<file path="src/rtl/riscv_hazard_pkg.sv">
// -----------------------------------------------------------------------------
// riscv_hazard_pkg
// Shared constants and types for the load-use hazard unit.
//   REG_AW_DEF      default register address width
//   LOAD_LAT_MAX    largest supported load latency (scoreboard depth)
//   lsb_slot_t      one scoreboard entry {valid, rd} at the default width
//   stall_threshold number of scoreboard slots a source must be checked against
// -----------------------------------------------------------------------------
package riscv_hazard_pkg;

  localparam int REG_AW_DEF   = 5;
  localparam int LOAD_LAT_MAX = 4;

  typedef struct packed {
    logic                  valid;
    logic [REG_AW_DEF-1:0] rd;
  } lsb_slot_t;

  // ALU operands are needed at the start of EX, so every in-flight load slot
  // counts. Store data is only consumed in MEM, which buys one extra stage.
  function automatic logic [2:0] stall_threshold(input int unsigned load_lat,
                                                 input logic        store_data);
    if (store_data) stall_threshold = 3'(load_lat - 1);
    else            stall_threshold = 3'(load_lat);
  endfunction

endpackage

</file>
<file path="src/rtl/hazard_src_match.sv">
// -----------------------------------------------------------------------------
// hazard_src_match
// Compares one ID-stage source register against the scoreboard slots younger
// than a threshold and reports a read-after-load match.
// Ports:
//   rs_i          source register address
//   use_i         operand is actually read by the instruction
//   thresh_i      only slots k < thresh_i can cause a match
//   slot_valid_i  per-slot valid bits, slot 0 in bit 0
//   slot_rd_i     per-slot destination, slot k at [k*REG_AW +: REG_AW]
//   match_o       1 when this source must wait
// -----------------------------------------------------------------------------
module hazard_src_match
  import riscv_hazard_pkg::*;
#(
  parameter int LOAD_LAT = 1,
  parameter int REG_AW   = REG_AW_DEF
) (
  input  logic [REG_AW-1:0]          rs_i,
  input  logic                       use_i,
  input  logic [2:0]                 thresh_i,
  input  logic [LOAD_LAT-1:0]        slot_valid_i,
  input  logic [LOAD_LAT*REG_AW-1:0] slot_rd_i,
  output logic                       match_o
);

  always_comb begin
    // NOTE: a default before any conditional assignment keeps always_comb from inferring a latch.
    match_o = 1'b0;
    // x0 is hard-wired to zero, so a read of it never depends on a load.
    if (use_i && (rs_i != '0)) begin
      for (int k = 0; k < LOAD_LAT; k++) begin
        if ((k < int'(thresh_i)) && slot_valid_i[k] &&
            (slot_rd_i[k*REG_AW +: REG_AW] == rs_i)) begin
          match_o = 1'b1;
        end
      end
    end
  end

endmodule

</file>
<file path="src/rtl/load_use_scoreboard.sv">
// -----------------------------------------------------------------------------
// load_use_scoreboard
// Load-use hazard unit: a LOAD_LAT-deep shift register of in-flight load
// destinations is compared against the ID-stage sources to produce the IF/ID
// write enable and the ID/EX bubble.
// Build option: define HAZARD_PERF_EN to enable the saturating stall counter;
// otherwise stall_cycles is tied to zero.
// Ports:
//   clk, rst_n     clock, synchronous active-low reset
//   id_rs          ID source addresses, src0 in the LSBs
//   id_use         per-source "operand is read" mask
//   id_is_store    ID is a store (src1 is store data)
//   id_is_load     ID is a load
//   id_rd          ID destination register
//   ex_flush       taken branch/jump in EX, kills the ID instruction
//   pipe_hold      global freeze, scoreboard holds
//   if_we          PC / IF/ID write enable
//   id_ex_bubble   zero the ID/EX control fields
//   hazard         raw hazard flag
//   stall_cycles   hazard stall counter
// -----------------------------------------------------------------------------
module load_use_scoreboard
  import riscv_hazard_pkg::*;
#(
  parameter int LOAD_LAT = 1,
  parameter int NUM_SRC  = 2,
  parameter int REG_AW   = REG_AW_DEF
) (
  input  logic                      clk,
  input  logic                      rst_n,
  input  logic [NUM_SRC*REG_AW-1:0] id_rs,
  input  logic [NUM_SRC-1:0]        id_use,
  input  logic                      id_is_store,
  input  logic                      id_is_load,
  input  logic [REG_AW-1:0]         id_rd,
  input  logic                      ex_flush,
  input  logic                      pipe_hold,
  output logic                      if_we,
  output logic                      id_ex_bubble,
  output logic                      hazard,
  output logic [31:0]               stall_cycles
);

  // Slot k sits k stages beyond EX; slot 0 is the instruction now in EX.
  logic [LOAD_LAT-1:0]        slot_valid_q, slot_valid_d;
  logic [LOAD_LAT*REG_AW-1:0] slot_rd_q,    slot_rd_d;

  logic [NUM_SRC-1:0] src_match;
  logic               issue;
  logic               push_valid;
  logic [REG_AW-1:0]  push_rd;

  for (genvar s = 0; s < NUM_SRC; s++) begin : g_src
    logic [2:0] thresh;
    assign thresh = stall_threshold(LOAD_LAT, (s == 1) && id_is_store);

    hazard_src_match #(
      .LOAD_LAT (LOAD_LAT),
      .REG_AW   (REG_AW)
    ) u_match (
      .rs_i         (id_rs[s*REG_AW +: REG_AW]),
      .use_i        (id_use[s]),
      .thresh_i     (thresh),
      .slot_valid_i (slot_valid_q),
      .slot_rd_i    (slot_rd_q),
      .match_o      (src_match[s])
    );
  end

  assign hazard       = |src_match;
  // A flush kills the stalled instruction anyway, so it overrides the stall.
  assign if_we        = ~hazard | ex_flush;
  assign id_ex_bubble =  hazard | ex_flush;

  assign issue      = ~hazard & ~ex_flush;
  assign push_valid = issue & id_is_load & (id_rd != '0);
  assign push_rd    = push_valid ? id_rd : '0;

  if (LOAD_LAT == 1) begin : g_shift1
    assign slot_valid_d = push_valid;
    assign slot_rd_d    = push_rd;
  end else begin : g_shiftn
    assign slot_valid_d = {slot_valid_q[LOAD_LAT-2:0], push_valid};
    assign slot_rd_d    = {slot_rd_q[(LOAD_LAT-1)*REG_AW-1:0], push_rd};
  end

  always_ff @(posedge clk) begin
    // NOTE: sequential state uses non-blocking assignments so every flop samples pre-edge values.
    if (!rst_n) begin
      slot_valid_q <= '0;
      slot_rd_q    <= '0;
    end else if (!pipe_hold) begin
      slot_valid_q <= slot_valid_d;
      slot_rd_q    <= slot_rd_d;
    end
  end

`ifdef HAZARD_PERF_EN
  logic [31:0] stall_cnt_q, stall_cnt_d;

  always_comb begin
    stall_cnt_d = stall_cnt_q;
    if (hazard && !ex_flush && !pipe_hold && (stall_cnt_q != 32'hFFFF_FFFF)) begin
      stall_cnt_d = stall_cnt_q + 32'd1;
    end
  end

  always_ff @(posedge clk) begin
    if (!rst_n) stall_cnt_q <= '0;
    else        stall_cnt_q <= stall_cnt_d;
  end

  assign stall_cycles = stall_cnt_q;
`else
  assign stall_cycles = '0;
`endif

endmodule

</file>
<file path="config.mk">
export PLATFORM = sky130hd
export DESIGN_NAME = load_use_scoreboard
export DESIGN_NICKNAME = d
export VERILOG_FILES = /design/src/rtl/riscv_hazard_pkg.sv /design/src/rtl/hazard_src_match.sv /design/src/rtl/load_use_scoreboard.sv
export SDC_FILE = /design/constraint.sdc
export NUM_CORES = 1
export LEC_CHECK = 0
export ABC_AREA = 1
export CAP_MARGIN = 0
export CORE_MARGIN = 3
export CORE_UTILIZATION = 34
export CTS_BUF_LIST = sky130_fd_sc_hd__clkbuf_8 sky130_fd_sc_hd__clkbuf_16
export CTS_CLUSTER_SIZE = 28
export DETAILED_ROUTE_END_ITERATION = 8
export PLACE_DENSITY_LB_ADDON = 0.05
export SLEW_MARGIN = 20
export SYNTH_ARGS = -nofsm -noshare
export SYNTH_HDL_FRONTEND = slang
export SYNTH_SLANG_ARGS = --single-unit
</file>
<file path="constraint.sdc">
create_clock -name clk -period 1.6 [get_ports clk]
set_clock_uncertainty 0.05 [all_clocks]
set_input_delay 0.24 -clock clk [delete_from_list [all_inputs] [get_ports clk]]
set_output_delay 0.24 -clock clk [all_outputs]
set_load 0.02 [all_outputs]
</file>
==> metrics, run 1 <==
crit path DAT=between 1000 and 1500 ps; Floorplan Core Area=about 0.0021 sq mm; half-perimeter wire length after placement=roughly 1.3 mm; H-tree level count=1; most common cell in the netlist=nand2_1; start point of the critical path=id_use[0]; non-filler cells in the finished layout=184; Synth-to-Final Area Change=34.3%; width of the die=between 50 and 60 um; number of inserted filler cells in the final layout=between 200 and 250; GRT Resource Usage Total=between 10% and 20%; diode insertion count for antenna repair=0; Die Ht=approximately 54 um; ranking of synthesized cells by area=buf_4 (31%), nand2_1 (17%), dfxtp_1 (16%); Pwr Total=roughly 0.58 mW; number of enable flip-flop cells after synthesis=0; ratio of cells with drive above 1 in the final layout=around 22%; first-iteration detailed-routing DRC count=12; DRT Wirelength=roughly 1.5 mm; Peak supply drop=~0.0004 V; port bufs=25; post-synthesis async set-or-reset flop share=0%; share of the cycle needed by the critical path after routing=between 90% and 100%; Synth cell types=17; first-pass GRT wire length=approximately 2.1 mm; routed len/inst=8.24 um; final count of negative-setup-slack endpoints=0; total of hold buffers inserted after clock tree synthesis=0; result of the run=completed; Critical Path Fanout Max=2; full die area=roughly 0.0029 sq mm; gate count after technology mapping=approximately 130; Post-Syn Area per Cell=~6 sq um; number of clock buffers inserted by TritonCTS=3; TritonCTS clock tree=done; vias after detailed routing=~690; starting density of the core=37.4%; number of nets with antenna violations after routing=0; CTS clk-pin slew, worst paths=approximately 40 ps; kind of start point of the critical path=input port; Max Cap Violations=0; number of nets in the layout=182; clock tree root buffer cell=clkbuf_8; Hold Violations, Final=0; hold_sp=slot_rd_q[4]; Worst R2R Start=slot_rd_q[4]; Yosys warning count=0; insertion delay of the later-clocked pin in the worst-skew pair=220 ps; setup repair after global routing missed its margin=true; fraction of the yosys area taken by sequential cells=~16%; flops & latches, synth=6; maximum clock insertion buffer count=2; routability cong.=around 0.73; number of buffers inserted to repair setup after CTS=0; share of the synthesized area in the top cell type=a little under a third; required arrival time at the worst endpoint=1310 ps; vias in the first global route=approximately 510; most instantiated cells after synthesis=nand2_1 (35), buf_4 (32), inv_1 (17); pin count of the biggest net entering global routing=7; # DRC=0; number of placed instances with taps included=roughly 180; Post-Syn Area=771 sq um; endpoint class of the critical path=primary output; leak pwr=between 0.5 and 0.6 nW; Hold WC Path Type=flip-flop to flip-flop; io pins=between 50 and 60; biggest area consumer among synthesized cells=buf_4; post-layout utilization of the core=about half; CTS sink cnt=6; global-route congestion overflow total=0; via density per instance=approximately 3.8; first-pass iteration count of the detailed router=4; Min Clock Period, post-route=about 1600 ps; initial antenna violation count=0; Primary FF master, synth=dfxtp_1; count of pins over their slew limit=0; achievable clock frequency=around 630 MHz; power density over cell area=558 mW/mm^2; Setup Crit Path Kind=input port to primary output; total negative slack=0 ps; number of placement rows=16
## cells in the final DEF, fill, tap and decap left out
cell,count
or2_0,1
buf_6,2
o41ai_1,1
nor2_2,3
conb_1,32
nand3_2,2
nand3_1,6
nor2_1,8
nand3_4,1
dfxtp_2,3
nor3_2,1
nor2_8,1
dfxtp_1,1
clkdlybuf4s50_1,10
inv_1,15
buf_4,4
nand2_1,31
a21oi_1,6
nand4_4,1
clkbuf_8,3
buf_2,1
dfxtp_4,2
xnor2_2,1
dlygate4sd2_1,12
nand2_2,4
inv_2,5
## metrics by stage
step / hold slack [ps] / area [sq um] / setup WS (ps)
after floorplan: 330 / 887 / 158
after global placement: 422 / 961 / -641
after detailed placement: 432 / 961 / -604
after CTS: 426 / 998 / -17.3
after global routing: 449 / 1030 / -70.0
final: 423 / 1030 / 10.6
## final cells by class
class                   instances  area [sq um]  area share, %
multi-input cells              99           490           47.4
repair buffers                 29           263           25.4
flip-flops and latches          6           131           12.7
inverters                      20          75.1           7.26
clock buffers                   3          41.3           3.99
well taps                      27          33.8           3.26
## state kept, by name, indices dropped and copies added, names as in the netlist
signal / cells
slot_rd_q: 5
slot_valid_q: 1
## where the power goes
part	switching [mW]	internal, mW	total, mW
Sequential	0.00463	0.152	0.157
Clock	0.0662	0.162	0.228
Combinational	0.124	0.0688	0.193
Total	0.195	0.383	0.578
## per-layer routing
layer / vias to the layer above / wire length [um] / global-route usage, %
li1: 377 / - / -
met1: 280 / 625 / 13.2
met2: 33 / 713 / 14.9
met3: 3 / 149 / 2.22
met4: 0 / 29 / 6.38
met5: - / 0 / 0
## logic make-up (layout without fill, tap and decap cells)
kind of cell / count (synthesis) / after routing / synth area share [%]
simple gates: 59 / 59 / 36.9
buf+inv: 52 / 52 / 40.9
compound gates: 7 / 7 / 5.03
flops: 6 / 6 / 15.6
other cells: 1 / 32 / 0.487
xor+xnor: 1 / 1 / 1.14
## final timing paths
path                       end  cells past startpoint  slack, ps
setup reg to reg  slot_rd_q[4]                     12        210
hold / removal    slot_rd_q[4]                      2        420
hold reg to reg   slot_rd_q[4]                      2        420
setup / recovery         if_we                      7         10
## what timing repair did
action / 4_1_cts / 5_1_grt
pin swaps: 10 / 8
resized for setup: 33 / 14
setup endpoints to repair: 3 / 3
endpoints found under the hold margin: 0 / 0
## critical path: stages
cell and delay (ps):
clkdlybuf4s50_1 470, nand3_2 80, nor2_2 120, nand3_2 120, nand2_2 90, nand2_2 50, buf_6 120
(Power assumes the default switching activity.)
==> inputs of run 2 (changes only) <==
--- a/config.mk
+++ b/config.mk
@@ -13,6 +13,7 @@
 export CTS_CLUSTER_SIZE = 28
 export DETAILED_ROUTE_END_ITERATION = 8
 export PLACE_DENSITY_LB_ADDON = 0.05
+export SKIP_LAST_GASP = 1
 export SLEW_MARGIN = 20
 export SYNTH_ARGS = -nofsm -noshare
 export SYNTH_HDL_FRONTEND = slang
==> constraint.sdc (replaced) <==
create_clock -name clk -period 1.7 [get_ports clk]
set_clock_uncertainty 0.05 [all_clocks]
set_input_delay 0.255 -clock clk [delete_from_list [all_inputs] [get_ports clk]]
set_output_delay 0.255 -clock clk [all_outputs]
set_load 0.02 [all_outputs]
==> run 2 against run 1 <==
Effect of this change: via count grew 0.72%; utilization down 0.85 points; combinational power shrank 8%; first-iteration DRC count down 17%.
==> metrics, run 2 (synthesis results as in run 1) <==
routability cong.=0.738; Die Ht=around 54 um; cell mode on critical path=nand2_2; endpoint class of the critical path=primary output; # DRC=0; count of pins over their slew limit=0; Worst R2R Path Depth=12; Endpoint, Worst Hold=slot_rd_q[0]; achievable clock frequency=between 600 and 700 MHz; full die area=0.00287 sq mm; vias after detailed routing=about 700; crit path DAT=roughly 1300 ps; final count of negative-setup-slack endpoints=0; first-pass iteration count of the detailed router=4; Synth-to-Final Area Change=32.0%; global-route congestion overflow total=0; flip-flop count of the largest register, all copies and words added=5; Critical Path Fanout Max=4; Design Area, Final=slightly above 0.001 sq mm; insertion delay of the later-clocked pin in the worst-skew pair=220 ps; Top reg by flops=slot_rd_q; diode insertion count for antenna repair=0; Worst R2R Start=slot_rd_q[4]; registers with the highest flip-flop counts=slot_rd_q: 5 flops, slot_valid_q: 1 flops; routed len/inst=between 8 and 9 um; most frequent standard cell in the layout excluding fill and tap cells=nand2_1; P_sw=between 0.15 and 0.2 mW; Floorplan Core Area=just over 0.002 sq mm; clock share of power=39.2%; first-iteration detailed-routing DRC count=10; Crit path max-delay family=simple AND/OR/NAND/NOR gates; combinational power share=between 30% and 40%; pre-CTS setup slack=-553 ps; number of inserted filler cells in the final layout=242; required arrival time at the worst endpoint=1390 ps; setup repair after global routing missed its margin=false; DRT Wirelength=~1.6 mm; Setup Crit Path Kind=flip-flop to primary output; hold_sp=slot_rd_q[0]; number of clock buffers inserted by TritonCTS=3; number of placement rows=16; total negative slack=0 ps; half-perimeter wire length after placement=around 1.3 mm; Min Clock Period, post-route=roughly 1600 ps; slowest cell on the critical path=dfxtp_2; kind of start point of the critical path=flip-flop; first-pass GRT wire length=around 2.2 mm; commonest non-fill, non-tap cells in the layout=nand2_1 (33), conb_1 (32), inv_1 (17), clkdlybuf4s50_1 (10); Flop pwr share=between 20 and 30%; CTS clk-pin slew, worst paths=around 30 ps; Peak supply drop=~0.00032 V; io pins=58; pin count of the biggest net entering global routing=7; via density per instance=~3.8; Hold Violations, Final=0; CTS sink cnt=6; GRT Resource Usage Total=roughly a tenth; reg-to-reg endpoint=slot_rd_q[4]; internal power of the cells=0.361 mW; switch share=between 30% and 40%; Min Hold Slack=approximately 430 ps; logic depth of the worst path, buffers included=7; port bufs=25; register-to-register path setup slack=slightly above 300 ps; Max Cap Violations=0; H-tree level count=1; cells along the critical path=xnor2_2 -> nand2_1 -> nor2_2 -> nand3_2 -> nand2_2 -> nand2_2 -> buf_6; largest incremental delay on the critical path=between 300 and 400 ps; maximum clock insertion buffer count=2; width of the die=approximately 54 um; initial antenna violation count=0; setup slack of the critical path after layout=between 90 and 100 ps; number of nets in the layout=~180; vias in the first global route=525; clock tree root buffer cell=clkbuf_8; power density over cell area=roughly 530 mW/mm^2; starting density of the core=37.4%; TritonCTS clock tree=done; leak pwr=~0.59 nW; share of the cycle needed by the critical path after routing=a little over nine tenths; number of nets with antenna violations after routing=0; buffers plus inverters on the worst setup path=1; total of hold buffers inserted after clock tree synthesis=0; Hold WC Path Type=flip-flop to flip-flop; ratio of cells with drive above 1 in the final layout=18.6%; placed inst area=about 950 sq um; result of the run=completed; Worst Hold Path Cells=2; Pwr Total=~0.54 mW
run 2: cell types whose count changed in the layout (fill, tap and decap cells not counted), sizes merged:
cell	previous run	this run
dlymetal6s2s	0	4
buf	7	6
dlygate4sd2	12	8
run 2: final cells by class:
class	count	area (sq um)	share of cell area [%]
multi-input combinational	99	477	46.9
timing repair buffer	28	264	26.0
sequential	6	126	12.4
inverter	20	75.1	7.38
clock buffer	3	41.3	4.06
tap	27	33.8	3.32
run 2: metrics by stage:
step | std cells | utilization (%)
2_1_floorplan | 157 | -
5_1_grt | 183 | 49.3
3_5_place_dp | 180 | 46.2
3_3_place_gp | 180 | 46.2
4_1_cts | 183 | 47.8
6_report | 183 | 49.3
run 2: per-layer routing:
layer,vias up,GRT usage [%],share of wire (%)
li1,378,-,-
met1,289,13.4,41
met2,29,16.3,50
met3,2,1.39,8.2
met4,0,3.83,0.69
met5,-,0,0
run 2: worst max path at each step:
stage / endpoint / startpoint / slack (ps)
6_report: if_we / slot_rd_q[3] / 90
5_1_grt: if_we / slot_rd_q[3] / 0.2
4_1_cts: if_we / id_rs[0] / 5
3_5_place_dp: hazard / id_rs[1] / -550
3_3_place_gp: hazard / id_rs[1] / -570
2_1_floorplan: if_we / slot_rd_q[1] / 240
run 2: timing repair:
item                                    CTS  global route
endpoints found under the setup margin    3             4
pin swaps                                 7             7
resized for setup                        25            13
setup buffers                             0             0
run 2: worst reg2reg max path, delay by kind of cell, from the launching register on:
family | cells | cell delay (ps)
AOI/OAI and AO/OA | 1 | 140
buffers and inverters | 3 | 250
DFF | 1 | 320
and+or+nand+nor | 8 | 550
run 2: power groups by stage:
stage / Combinational (mW) / Sequential, mW / Clock (mW)
4_1_cts: 0.175 / 0.150 / 0.211
2_1_floorplan: 0.166 / 0.150 / 0
5_1_grt: 0.196 / 0.151 / 0.219
3_3_place_gp: 0.181 / 0.152 / 0
6_report: 0.178 / 0.150 / 0.212
3_5_place_dp: 0.181 / 0.152 / 0
==> inputs of run 3 (changes only) <==
--- a/config.mk
+++ b/config.mk
@@ -10,6 +10,7 @@
 export CORE_MARGIN = 3
 export CORE_UTILIZATION = 34
 export CTS_BUF_LIST = sky130_fd_sc_hd__clkbuf_8 sky130_fd_sc_hd__clkbuf_16
+export CTS_CLUSTER_DIAMETER = 50
 export CTS_CLUSTER_SIZE = 28
 export DETAILED_ROUTE_END_ITERATION = 8
 export PLACE_DENSITY_LB_ADDON = 0.05
==> results of run 3 <==
Same layout as run 2: the final DEF is identical, and so are final timing and power.
